===== config.mk =====
export PLATFORM = sky130hd
export DESIGN_NAME = seq_frame_tx
export DESIGN_NICKNAME = d
export VERILOG_FILES = /design/src/rtl/seq_frame_pkg.sv /design/src/rtl/seq_frame_shifter.sv /design/src/rtl/seq_frame_tx.sv
export SDC_FILE = /design/constraint.sdc
export NUM_CORES = 1
export LEC_CHECK = 0
export CORE_MARGIN = 4
export CORE_UTILIZATION = 35
export CTS_BUF_LIST = sky130_fd_sc_hd__clkbuf_2 sky130_fd_sc_hd__clkbuf_4 sky130_fd_sc_hd__clkbuf_8
export DETAILED_ROUTE_END_ITERATION = 7
export PLACE_DENSITY = 0.61
export SYNTH_ARGS = -nofsm -noshare
export SYNTH_HDL_FRONTEND = slang
export SYNTH_SLANG_ARGS = --single-unit
export TNS_END_PERCENT = 100

===== constraint.sdc =====
create_clock -name clk -period 4.4 [get_ports clk]
set_input_delay 1.1 -clock clk [delete_from_list [all_inputs] [get_ports clk]]
set_output_delay 1.1 -clock clk [all_outputs]
set_load 0.01 [all_outputs]

===== src/rtl/seq_frame_pkg.sv =====
`default_nettype none
// ============================================================================
// Module   : seq_frame_pkg
// Purpose  : Shared constants for the serial frame transmitter: FSM state
//            encoding, preamble length and default pattern, length-field
//            width, and a helper that picks one preamble bit MSB-first.
// Ports    : none (package)
// Revision : 1.0 - initial release
// ============================================================================
package seq_frame_pkg;

    // Preamble length in bits and its default pattern (sent MSB-first).
    localparam int unsigned SYNC_LEN         = 4;
    localparam logic [3:0]  SYNC_PAT_DEFAULT = 4'b1010;

    // Width of the payload length field (length minus one).
    localparam int unsigned LEN_W = 4;

    // FSM state encoding.
    localparam logic [1:0] ST_IDLE = 2'd0;
    localparam logic [1:0] ST_SYNC = 2'd1;
    localparam logic [1:0] ST_DATA = 2'd2;
    localparam logic [1:0] ST_GAP  = 2'd3;

    // Preamble bit number idx (0 = first on the wire = pattern MSB).
    function automatic logic sync_bit(input logic [SYNC_LEN-1:0] pat,
                                      input logic [1:0]          idx);
        return pat[2'd3 - idx];
    endfunction

endpackage : seq_frame_pkg
`default_nettype wire


===== src/rtl/seq_frame_shifter.sv =====
`default_nettype none
// ============================================================================
// Module   : seq_frame_shifter
// Purpose  : Payload holding register for the frame transmitter. Loads a
//            pre-aligned word, shifts left one place per request and exposes
//            its MSB as the next serial bit.
// Ports    : clk        - clock, rising edge
//            rst        - synchronous active-high reset, clears the word
//            load       - load load_value (has priority over shift)
//            load_value - aligned payload word, first bit in the MSB
//            shift      - shift the word left by one, filling with zero
//            msb        - current most significant bit of the word
// Revision : 1.0 - initial release
// ============================================================================
module seq_frame_shifter
    import seq_frame_pkg::*;
#(
    parameter int unsigned DATA_W = 16
) (
    input  logic              clk,
    input  logic              rst,
    input  logic              load,
    input  logic [DATA_W-1:0] load_value,
    input  logic              shift,
    output logic              msb
);

    logic [DATA_W-1:0] r_word;

    always_ff @(posedge clk) begin
        if (rst) begin
            r_word <= '0;
        end else if (load) begin
            r_word <= load_value;
        end else if (shift) begin
            r_word <= r_word << 1;
        end
    end

    assign msb = r_word[DATA_W-1];

endmodule : seq_frame_shifter
`default_nettype wire


===== src/rtl/seq_frame_tx.sv =====
`default_nettype none
// ============================================================================
// Module   : seq_frame_tx
// Purpose  : Serial frame transmitter. After a valid/ready handshake it sends
//            a 4-bit preamble, then the low N payload bits MSB-first, then
//            GAP_CYCLES idle-low cycles, and returns to IDLE. All outputs are
//            registered and reflect the state being occupied in that cycle.
// Ports    : clk        - clock, rising edge
//            rst        - synchronous active-high reset, aborts any frame
//            load_valid - load_data/load_len valid this cycle
//            load_ready - frame can be accepted this cycle (IDLE only)
//            load_data  - payload word
//            load_len   - payload length minus one (N = load_len + 1)
//            data_out   - serial bit stream
//            bit_valid  - data_out carries a preamble or payload bit
//            busy       - high in SYNC, DATA and GAP
//            frame_done - pulse on the cycle carrying payload bit 0
// Revision : 1.0 - initial release
// ============================================================================
module seq_frame_tx
    import seq_frame_pkg::*;
#(
    parameter int unsigned DATA_W     = 16,   // must be at least 16
    parameter int unsigned GAP_CYCLES = 2,    // 1..15
    parameter logic [3:0]  SYNC_PAT   = SYNC_PAT_DEFAULT
) (
    input  logic              clk,
    input  logic              rst,
    input  logic              load_valid,
    output logic              load_ready,
    input  logic [DATA_W-1:0] load_data,
    input  logic [LEN_W-1:0]  load_len,
    output logic              data_out,
    output logic              bit_valid,
    output logic              busy,
    output logic              frame_done
);

    localparam logic [3:0] c_gap_last  = 4'(GAP_CYCLES - 1);
    localparam logic [1:0] c_sync_last = 2'(SYNC_LEN - 1);

    logic [1:0]        r_state;
    logic [1:0]        r_sync_cnt;
    logic [3:0]        r_bit_cnt;
    logic [3:0]        r_gap_cnt;

    logic [1:0]        w_state_nxt;
    logic [1:0]        w_sync_cnt_nxt;
    logic [3:0]        w_bit_cnt_nxt;
    logic [3:0]        w_gap_cnt_nxt;
    logic              w_data_out_nxt;
    logic              w_bit_valid_nxt;
    logic              w_frame_done_nxt;

    logic              w_accept;
    logic              w_load;
    logic              w_shift;
    logic              w_msb;
    logic [31:0]       w_shamt;
    logic [DATA_W-1:0] w_aligned;

    // load_ready is itself a register that is high only in IDLE, so the
    // handshake never depends combinationally on anything but load_valid.
    assign w_accept = load_valid & load_ready;

    // Left-justify the low N payload bits so the shifter's MSB is
    // load_data[N-1]; bits above N-1 fall off the top.
    assign w_shamt   = 32'(DATA_W) - 32'd1 - {28'd0, load_len};
    assign w_aligned = load_data << w_shamt;

    seq_frame_shifter #(
        .DATA_W (DATA_W)
    ) u_shifter (
        .clk        (clk),
        .rst        (rst),
        .load       (w_load),
        .load_value (w_aligned),
        .shift      (w_shift),
        .msb        (w_msb)
    );

    // Next-state logic. The output values computed here are those of the
    // state being entered, so the registered outputs line up with r_state.
    always_comb begin
        w_state_nxt      = r_state;
        w_sync_cnt_nxt   = r_sync_cnt;
        w_bit_cnt_nxt    = r_bit_cnt;
        w_gap_cnt_nxt    = r_gap_cnt;
        w_load           = 1'b0;
        w_shift          = 1'b0;
        w_data_out_nxt   = 1'b0;
        w_bit_valid_nxt  = 1'b0;
        w_frame_done_nxt = 1'b0;

        case (r_state)
            ST_IDLE: begin
                if (w_accept) begin
                    w_state_nxt     = ST_SYNC;
                    w_sync_cnt_nxt  = 2'd0;
                    w_bit_cnt_nxt   = load_len;
                    w_load          = 1'b1;
                    w_data_out_nxt  = sync_bit(SYNC_PAT, 2'd0);
                    w_bit_valid_nxt = 1'b1;
                end
            end

            ST_SYNC: begin
                w_bit_valid_nxt = 1'b1;
                if (r_sync_cnt == c_sync_last) begin
                    // First payload bit; for N = 1 it is also the last.
                    w_state_nxt      = ST_DATA;
                    w_data_out_nxt   = w_msb;
                    w_shift          = 1'b1;
                    w_frame_done_nxt = (r_bit_cnt == 4'd0);
                end else begin
                    w_sync_cnt_nxt = r_sync_cnt + 2'd1;
                    w_data_out_nxt = sync_bit(SYNC_PAT, r_sync_cnt + 2'd1);
                end
            end

            ST_DATA: begin
                // r_bit_cnt is the index of the bit on the wire this cycle.
                if (r_bit_cnt == 4'd0) begin
                    w_state_nxt   = ST_GAP;
                    w_gap_cnt_nxt = c_gap_last;
                end else begin
                    w_bit_cnt_nxt    = r_bit_cnt - 4'd1;
                    w_data_out_nxt   = w_msb;
                    w_shift          = 1'b1;
                    w_bit_valid_nxt  = 1'b1;
                    w_frame_done_nxt = (r_bit_cnt == 4'd1);
                end
            end

            ST_GAP: begin
                if (r_gap_cnt == 4'd0) begin
                    w_state_nxt = ST_IDLE;
                end else begin
                    w_gap_cnt_nxt = r_gap_cnt - 4'd1;
                end
            end

            default: begin
                w_state_nxt = ST_IDLE;
            end
        endcase
    end

    always_ff @(posedge clk) begin
        if (rst) begin
            r_state    <= ST_IDLE;
            r_sync_cnt <= 2'd0;
            r_bit_cnt  <= 4'd0;
            r_gap_cnt  <= 4'd0;
            data_out   <= 1'b0;
            bit_valid  <= 1'b0;
            busy       <= 1'b0;
            frame_done <= 1'b0;
            load_ready <= 1'b1;
        end else begin
            r_state    <= w_state_nxt;
            r_sync_cnt <= w_sync_cnt_nxt;
            r_bit_cnt  <= w_bit_cnt_nxt;
            r_gap_cnt  <= w_gap_cnt_nxt;
            data_out   <= w_data_out_nxt;
            bit_valid  <= w_bit_valid_nxt;
            busy       <= (w_state_nxt != ST_IDLE);
            frame_done <= w_frame_done_nxt;
            load_ready <= (w_state_nxt == ST_IDLE);
        end
    end

endmodule : seq_frame_tx
`default_nettype wire

======== Word level (Yosys, flattened, before mapping) ========
Cells that the tools add are included.
word-level totals
  register bits ........................... 33
  logic and storage cells ................. 70
  output and inout port bits .............. 5
  input port bits ......................... 23
operators by class
  $add $sub $neg .......................... 5
  reduce and logical (&&, ||, !) cells .... 12
  magnitude comparators ................... 1
  multiplexer cells ....................... 30
  shift-type cells ........................ 1
  eq/ne operators ......................... 10
  bitwise logic cells ..................... 1
operator list
  kind                                                        count
  2-to-1 mux 16 bit                                           2
  left shift 16 x 32 -> 16 bit                                1
  2-to-1 mux 4 bit                                            4
  one-hot mux 4 bit (2 select lines)                          2
  2-to-1 mux 2 bit                                            6
  != test 2 bit, second input constant                        5
  nonzero test 2 bit                                          5
  2-to-1 mux 1 bit                                            9
  AND reduction 3 bit                                         3
  logical NOT 4 bit                                           2
  one-hot mux 2 bit (4 select lines)                          1
  subtractor 4 x 1 -> 4 bit, second input constant            2
  == test 2 bit, second input constant                        3
  one-hot mux 1 bit (3 select lines)                          2
  subtractor 4 x 4 -> 5 bit, first input constant             1
  == test 4 x 1 -> 1 bit, second input constant               1
  logical NOT 2 bit                                           2
  one-hot mux 1 bit (2 select lines)                          2
  one-hot mux 2 bit (2 select lines)                          1
  less-than comparator 2 x 3 -> 1 bit, second input constant  1
  adder 2 x 1 -> 2 bit, second input constant                 1
  binary-select mux 1 bit (select 2 bit)                      1
  == test 2 x 1 -> 1 bit, second input constant               1
  subtractor 2 bit, first input constant                      1
  AND 1 bit                                                   1

======== Longest topological paths before layout ========
Gate-level depths: netlist of the first run.
  depth after elaboration ................. 6
  mapped depth ............................ 8
  depth with buffers taken out ............ 7

======== Hierarchy ========
From an unflattened synthesis of the first run, not the netlist that was laid out.
second synthesis, totals
  cells, all modules ...................... 258
  area, all modules ....................... 2382.3 sq um
by module, submodules not included
  module             instances  sequential area each (sq um)  cells each  area each (sq um)
  seq_frame_tx       1          340.3                         187         1617.8
  seq_frame_shifter  1          320.3                         71          764.5

======== Worst setup path after synthesis of the first run ========
No wires, ideal clock.
  path kind ............................... input port to flip-flop
  start ................................... input port load_len[0]
  end ..................................... register u_shifter.r_word[13]
  setup time .............................. 132 ps
  cell stages on the path ................. 6
  required time ........................... 4268 ps
  arrival time ............................ 2234 ps
  path buffers ............................ 1
  path slack .............................. 2034 ps
  cell sequence ........................... buf_6 mux4_2 nand2_1 o21ai_2 a222oi_1 nor3_1
between the ends
  longest elaborated chain between the ends .. 3
RTL lines
  element                       line                     source
  start, declared               seq_frame_tx.sv:32       input logic [LEN_W-1:0] load_len,
  subtractor 4 x 4 -> 5 bit     seq_frame_tx.sv:68       assign w_shamt = 32'(DATA_W) - 32'd1 - {28'd0, load_len};
  left shift 16 x 32 -> 16 bit  seq_frame_tx.sv:69       assign w_aligned = load_data << w_shamt;
  2-to-1 mux 16 bit             seq_frame_shifter.sv:33  end else if (load) begin
  end signal, assigned          seq_frame_shifter.sv:34  r_word <= load_value;
  end signal, assigned          seq_frame_shifter.sv:36  r_word <= r_word << 1;
  end, declared                 seq_frame_shifter.sv:28  logic [DATA_W-1:0] r_word;
No other way between the ends.
A chain may end at the register's enable or synchronous reset.

======== Worst setup path in the final report of the first run ========
  start ................................... input port load_len[0]
  end ..................................... register u_shifter.r_word[4]
Same word-level chain as after synthesis.

==> results of run 1 <==
==> cells in the mapped netlist, types with 3 or more instances <==
master and count:
dfxtp_1 33, mux4_1 7, nor4_1 4, nand2_1 39, inv_1 13, xnor2_1 3, clkbuf_1 13, buf_2 3
o21ai_0 12, mux4_2 5, mux2i_1 13, a221oi_1 3, a22oi_1 6, nand3_1 5, a31oi_1 5, a211oi_1 9
nor2_1 28, nor3_1 7, mux2_2 3, a21oi_1 15, ha_1 9
==> area by class of cell <==
cell class,count,area (µm²)
fill,601,3650
multi-input combinational,208,1540
sequential,33,661
timing repair buffer,32,308
tap,77,96.3
clock buffer,7,90.1
inverter,13,48.8
clock inverter,1,30.0
==> critical path, cell delays in order <==
cell and delay (ns):
clkdlybuf4s50_1 0.96, mux4_1 0.70, nand2_1 0.09, o21ai_0 0.10, a22oi_1 0.18, a211oi_1 0.09
==> layout by cell type, fill, tap and decap left out, types with 2 or more instances in the layout <==
master / instances
a211oi_1: 9
nor4_1: 4
buf_4: 5
dfxtp_1: 33
o21ai_0: 12
clkbuf_8: 6
nor2_1: 28
o211ai_1: 2
o21ai_2: 2
a22oi_1: 6
inv_1: 13
or3_1: 2
mux4_2: 5
a221oi_1: 3
a21oi_1: 15
nand3_1: 5
a31oi_1: 5
mux2i_1: 13
o31ai_1: 2
o31a_1: 2
mux2_2: 3
clkdlybuf4s50_1: 27
a21o_1: 2
xnor2_1: 3
nor3_1: 7
ha_1: 9
nand2_1: 39
and2_1: 2
o22ai_1: 2
mux4_1: 7
==> kinds of logic after synthesis <==
group,after synthesis,synth area share (%)
AO/OA/AOI/OAI,71,21.0
XOR/XNOR,3,1.12
adder cells (fa/ha/maj),9,4.79
buffers and inverters,33,6.39
flip-flops,33,28.1
multiplexers,28,19.6
AND/OR/NAND/NOR,97,19.1
==> flip-flops by register name, summed over array words and instances (netlist names) <==
register	count
u_shifter.r_word	16
r_state	2
bit_valid	1
r_sync_cnt	2
frame_done	1
r_bit_cnt	4
busy	1
r_gap_cnt	4
load_ready	1
data_out	1
==> how the worst max path moves through the flow <==
| stage | startpoint | end | slack (ns) | cells past startpoint |
|---|---|---|---|---|
| final | load_len[0] | u_shifter.r_word[4] | 1.30 | 6 |
| after floorplan | load_len[0] | u_shifter.r_word[13] | 2.03 | 6 |
| after detailed placement | load_len[0] | u_shifter.r_word[13] | 1.00 | 6 |
| after global placement | load_len[0] | u_shifter.r_word[4] | 1.05 | 6 |
| after CTS | load_len[0] | u_shifter.r_word[4] | 1.31 | 6 |
| after global routing | load_len[0] | u_shifter.r_word[4] | 1.15 | 6 |
==> report_power, final <==
group | internal [µW] | switching [µW]
sequential | 403 | 75.2
combinational | 319 | 404
clock | 191 | 112
==> per-layer routing <==
metal	up-vias	wire length, µm
met2	60	2480
met1	997	2560
li1	1052	-
met5	-	0
met4	0	74
met3	6	322
==> through the flow <==
stage	instances	worst slack [ns]
after floorplan	274	2.03
after global routing	371	1.15
after detailed placement	363	1.00
after global placement	363	1.05
final	371	1.30
after CTS	371	1.31
==> results.cfg, run 1 <==
[timing]
fin_crit_ns = 3.10
finalSetupViolations = 0
period_share_pct = 70.5
clock.fmax_mhz = 323
worst_slew_pin_slew_ns = 0.820
setup_tns_ns = 0
finalHoldViolations = 0
maxSlewHeadroom_pct = 45.2
maxSlewViolCount = 0
holdWs_ns = 0.500
rsz0062_at_grt = false
finClkSkew_ns = 0.00750

[detailed_routing]
drtIter0Drc = 96
drc = 0
wl_per_cell_um = 14.7
ant_nets = 0
viasPerCell = 5.70
drt_first_pass_iters = 6
vias = 2115
wl_mm = 5.44

[floorplanning]
die_area_um2 = 8090
initial_core_util_pct = 36.6
coreArea_um2 = 6420
die_h_um = 90.0
die_w_um = 90.0
io_pins = 28
row_count = 29

[critical_path]
r2r-end = load_ready
ff2ff_setup_slack_ns = 2.10
cp_max_fo = 16
critical_path_class = primary input to flop
critPathArrivalTime_ns = 3.23
worstRegToRegCells = 7
timing.rr.start = r_state[0]
endpoint_kind = flop
crit_required_ns = 4.53
start_kind = primary input

[global_route]
use_met3_pct = 2.42
grt_max_degree = 25
antenna_found_initial = 0
grt.busiest_layer = met2
met2_usage_pct = 22.3
overflow = 0
grt_use_met1_pct = 17.7
grt_pass1_vias = 1985
grt_use_total_pct = 13.5
grt_pass1_wl_mm = 9.23

[cells_and_area]
fin_util_pct = 43.2
area_delta_synth_final_pct = 18.0
antennaDiodeCount = 0
drive_gt1_share_pct = 9.86
postLayoutCellArea_um2 = 2770
num-nets-final = 325

[clocking]
htreeDepth = 2
clkTransAtPathRegs_ns = 0.07
postCtsSetupRepairBufs = 0
cts_resized = 0
ctsHoldBuffers = 0
cts_buffers = 5
clockBufferDepth = 2
clk_latency_ns = 0.29
root_buffer = clkbuf_8
cts_tree = yes
cts.sinks = 33

[placement]
place_congestion = 0.796
placed_cell_area_um2 = 2650
io_buffers = 27
dp_hpwl_mm = 4.03

[yosys]
yosysWarnings = 0
ys_seq_area_share_pct = 28.1
synth-edff-count = 0
ys_types = 50
async_flop_share_pct = 0
synthFlopType = dfxtp_1
postSynthAreaPerCell_um2 = 8.58
synth_area_um2 = 2350
synth_area_leader_cell = dfxtp_1
synth_nets = 306
syn_inst = 274
synth_top_area_share_pct = 28.1
ys_ff_latch = 33
ys_top_cells_by_area = dfxtp_1 28%, mux4_1 7.8%, nand2_1 6.2%

[min_path]
hold_path_end = r_gap_cnt[0]
min-delay-start = r_gap_cnt[0]
hp-class = flop to flop
holdPathStages = 2

[pwr]
power_density_nw_per_um2 = 542
p_total_uw = 1500
p_leak_uw = 0.00109
irDropWorstVdd_mv = 0.256

[run]
cap_violations = 0

[status]
status = completed
Power figures use the tool's default switching activity.
==> inputs of run 2 (changes only) <==
--- a/config.mk
+++ b/config.mk
@@ -9,7 +9,7 @@
 export CORE_UTILIZATION = 35
 export CTS_BUF_LIST = sky130_fd_sc_hd__clkbuf_2 sky130_fd_sc_hd__clkbuf_4 sky130_fd_sc_hd__clkbuf_8
 export DETAILED_ROUTE_END_ITERATION = 7
-export PLACE_DENSITY = 0.61
+export PLACE_DENSITY = 0.63
 export SYNTH_ARGS = -nofsm -noshare
 export SYNTH_HDL_FRONTEND = slang
 export SYNTH_SLANG_ARGS = --single-unit
==> constraint.sdc (replaced) <==
create_clock -name clk -period 2.58 [get_ports clk]
set_input_delay 0.645 -clock clk [delete_from_list [all_inputs] [get_ports clk]]
set_output_delay 0.645 -clock clk [all_outputs]
set_load 0.01 [all_outputs]
==> run 2 against run 1 <==
Against the previous run: final area rose by 1.4%; via count is 3.6% higher; largest power group unchanged; sequential power up 71%; critical endpoint is now u_shifter.r_word[13].
==> results.cfg, run 2 (same netlist as run 1, synthesis figures left out) <==
[status]
status = completed

[cells_and_area]
antennaDiodeCount = 0
largest_reg_flops = 16
mostFrequentLayoutCells = 39 x nand2_1, 33 x dfxtp_1, 28 x nor2_1
largestRegisters = u_shifter.r_word: 16 flops, r_bit_cnt: 4 flops, r_gap_cnt: 4 flops
final_common_cell = nand2_1
stdcell_count = 377
num-nets-final = 333
area_delta_synth_final_pct = 19.6
drive_gt1_share_pct = 11.7
regMostFlops = u_shifter.r_word

[timing]
maxSlewHeadroom_pct = 51.9
finalHoldViolations = 0
finClkSkew_ns = 0.00658
clock.fmax_mhz = 446
finalSetupViolations = 0
worst_slew_pin_slew_ns = 0.719
setup_tns_ns = 0
fin_crit_ns = 2.24
rsz0062_at_grt = false
maxSlewViolCount = 0
period_share_pct = 87.0

[clocking]
ctsHoldBuffers = 0
root_buffer = clkbuf_8
clkTransAtPathRegs_ns = 0.07
clockBufferDepth = 2
postCtsSetupRepairBufs = 0
cts_tree = yes
htreeDepth = 2
cts_buffers = 5
cts.sinks = 33
cts_resized = 0
clk_latency_ns = 0.29

[placement]
dp_hpwl_mm = 4.37
io_buffers = 27
place_congestion = 0.888
dp.cells = 371

[detailed_routing]
wl_mm = 5.82
vias = 2191
drtIter0Drc = 191
wl_per_cell_um = 15.4
drc = 0
ant_nets = 0
viasPerCell = 5.81
drt_first_pass_iters = 5

[global_route]
grt_max_degree = 23
antenna_found_initial = 0
overflow = 0
grt_pass1_wl_mm = 9.57
grt_use_total_pct = 14.1
grt_pass1_vias = 2038

[critical_path]
cp_max_fo = 16
critical_path_class = primary input to flop
worstRegToRegCells = 8
ff2ff_setup_slack_ns = 0.39
endpoint_kind = flop
timing.rr.start = r_state[0]
start_kind = primary input
r2r-end = u_shifter.r_word[1]
crit_required_ns = 2.75
critPathArrivalTime_ns = 2.41

[pwr]
p_leak_uw = 0.00112
irDropWorstVdd_mv = 0.358
p_total_uw = 2500
power_density_nw_per_um2 = 888

[floorplanning]
coreArea_um2 = 6420
die_w_um = 90.0
io_pins = 28
die_h_um = 90.0
die_area_um2 = 8090
row_count = 29
initial_core_util_pct = 36.6

[min_path]
holdPathStages = 2
min-delay-start = u_shifter.r_word[12]
hp-class = flop to flop
hold_path_end = u_shifter.r_word[12]

[run]
cap_violations = 0
run 2: changes by cell type in the layout (fill, tap and decap cells not counted), sizes merged:
cell,previous run,this run
buf,5,13
clkbuf,7,5
bufinv,1,0
clkinv,0,1
run 2: critical path, stage by stage:
cell,delay [ns]
clkdlybuf4s50_1,0.50
buf_12,0.16
mux4_2,0.53
nand2_1,0.10
o21ai_2,0.06
a222oi_1,0.33
nor3_1,0.09
run 2: per-layer routing:
metal	track usage, %	vias to the layer above	share of wire [%]
li1	-	1068	-
met1	18.8	1015	47
met2	22.1	94	44
met3	2.09	14	6.3
met4	7.40	0	2.5
met5	0	-	0
run 2: how the worst max path moves through the flow:
stage                start                   end  slack (ns)
3_3_place_gp   load_len[0]  u_shifter.r_word[15]        0.04
5_1_grt         r_state[1]   u_shifter.r_word[1]        0.12
4_1_cts        load_len[0]  u_shifter.r_word[15]        0.37
3_5_place_dp   load_len[0]  u_shifter.r_word[15]        0.06
2_1_floorplan  load_len[0]  u_shifter.r_word[13]        0.67
6_report       load_len[0]  u_shifter.r_word[13]        0.34
run 2: layout make-up:
type	count	area, µm²
Multi-Input combinational cell	208	1540
Inverter	13	48.8
Clock inverter	1	5.00
Clock buffer	5	68.8
Sequential cell	33	661
Fill cell	617	3610
Timing Repair Buffer	40	393
Tap cell	77	96.3
run 2: report_power, final:
group	switching, µW	leakage (µW)	internal (µW)
logic	728	0.000807	588
registers	132	0.000271	687
clock network	184	0.0000399	177
run 2: stage by stage:
step	hold slack (ns)	util (%)	worst slack [ns]	instance area, µm²
floorplan	0.466	-	0.669	2350
global placement	0.487	42.6	0.0411	2740
detailed placement	0.481	42.6	0.0553	2740
CTS	0.490	43.8	0.368	2810
global route	0.519	43.8	0.119	2810
finish	0.491	43.8	0.336	2810
==> inputs of run 3 (changes only) <==
--- a/config.mk
+++ b/config.mk
@@ -10,6 +10,7 @@
 export CTS_BUF_LIST = sky130_fd_sc_hd__clkbuf_2 sky130_fd_sc_hd__clkbuf_4 sky130_fd_sc_hd__clkbuf_8
 export DETAILED_ROUTE_END_ITERATION = 7
 export PLACE_DENSITY = 0.63
+export SLEW_MARGIN = 20
 export SYNTH_ARGS = -nofsm -noshare
 export SYNTH_HDL_FRONTEND = slang
 export SYNTH_SLANG_ARGS = --single-unit
==> results of run 3 <==
No change in the layout: final DEF, timing and power equal those of run 2.
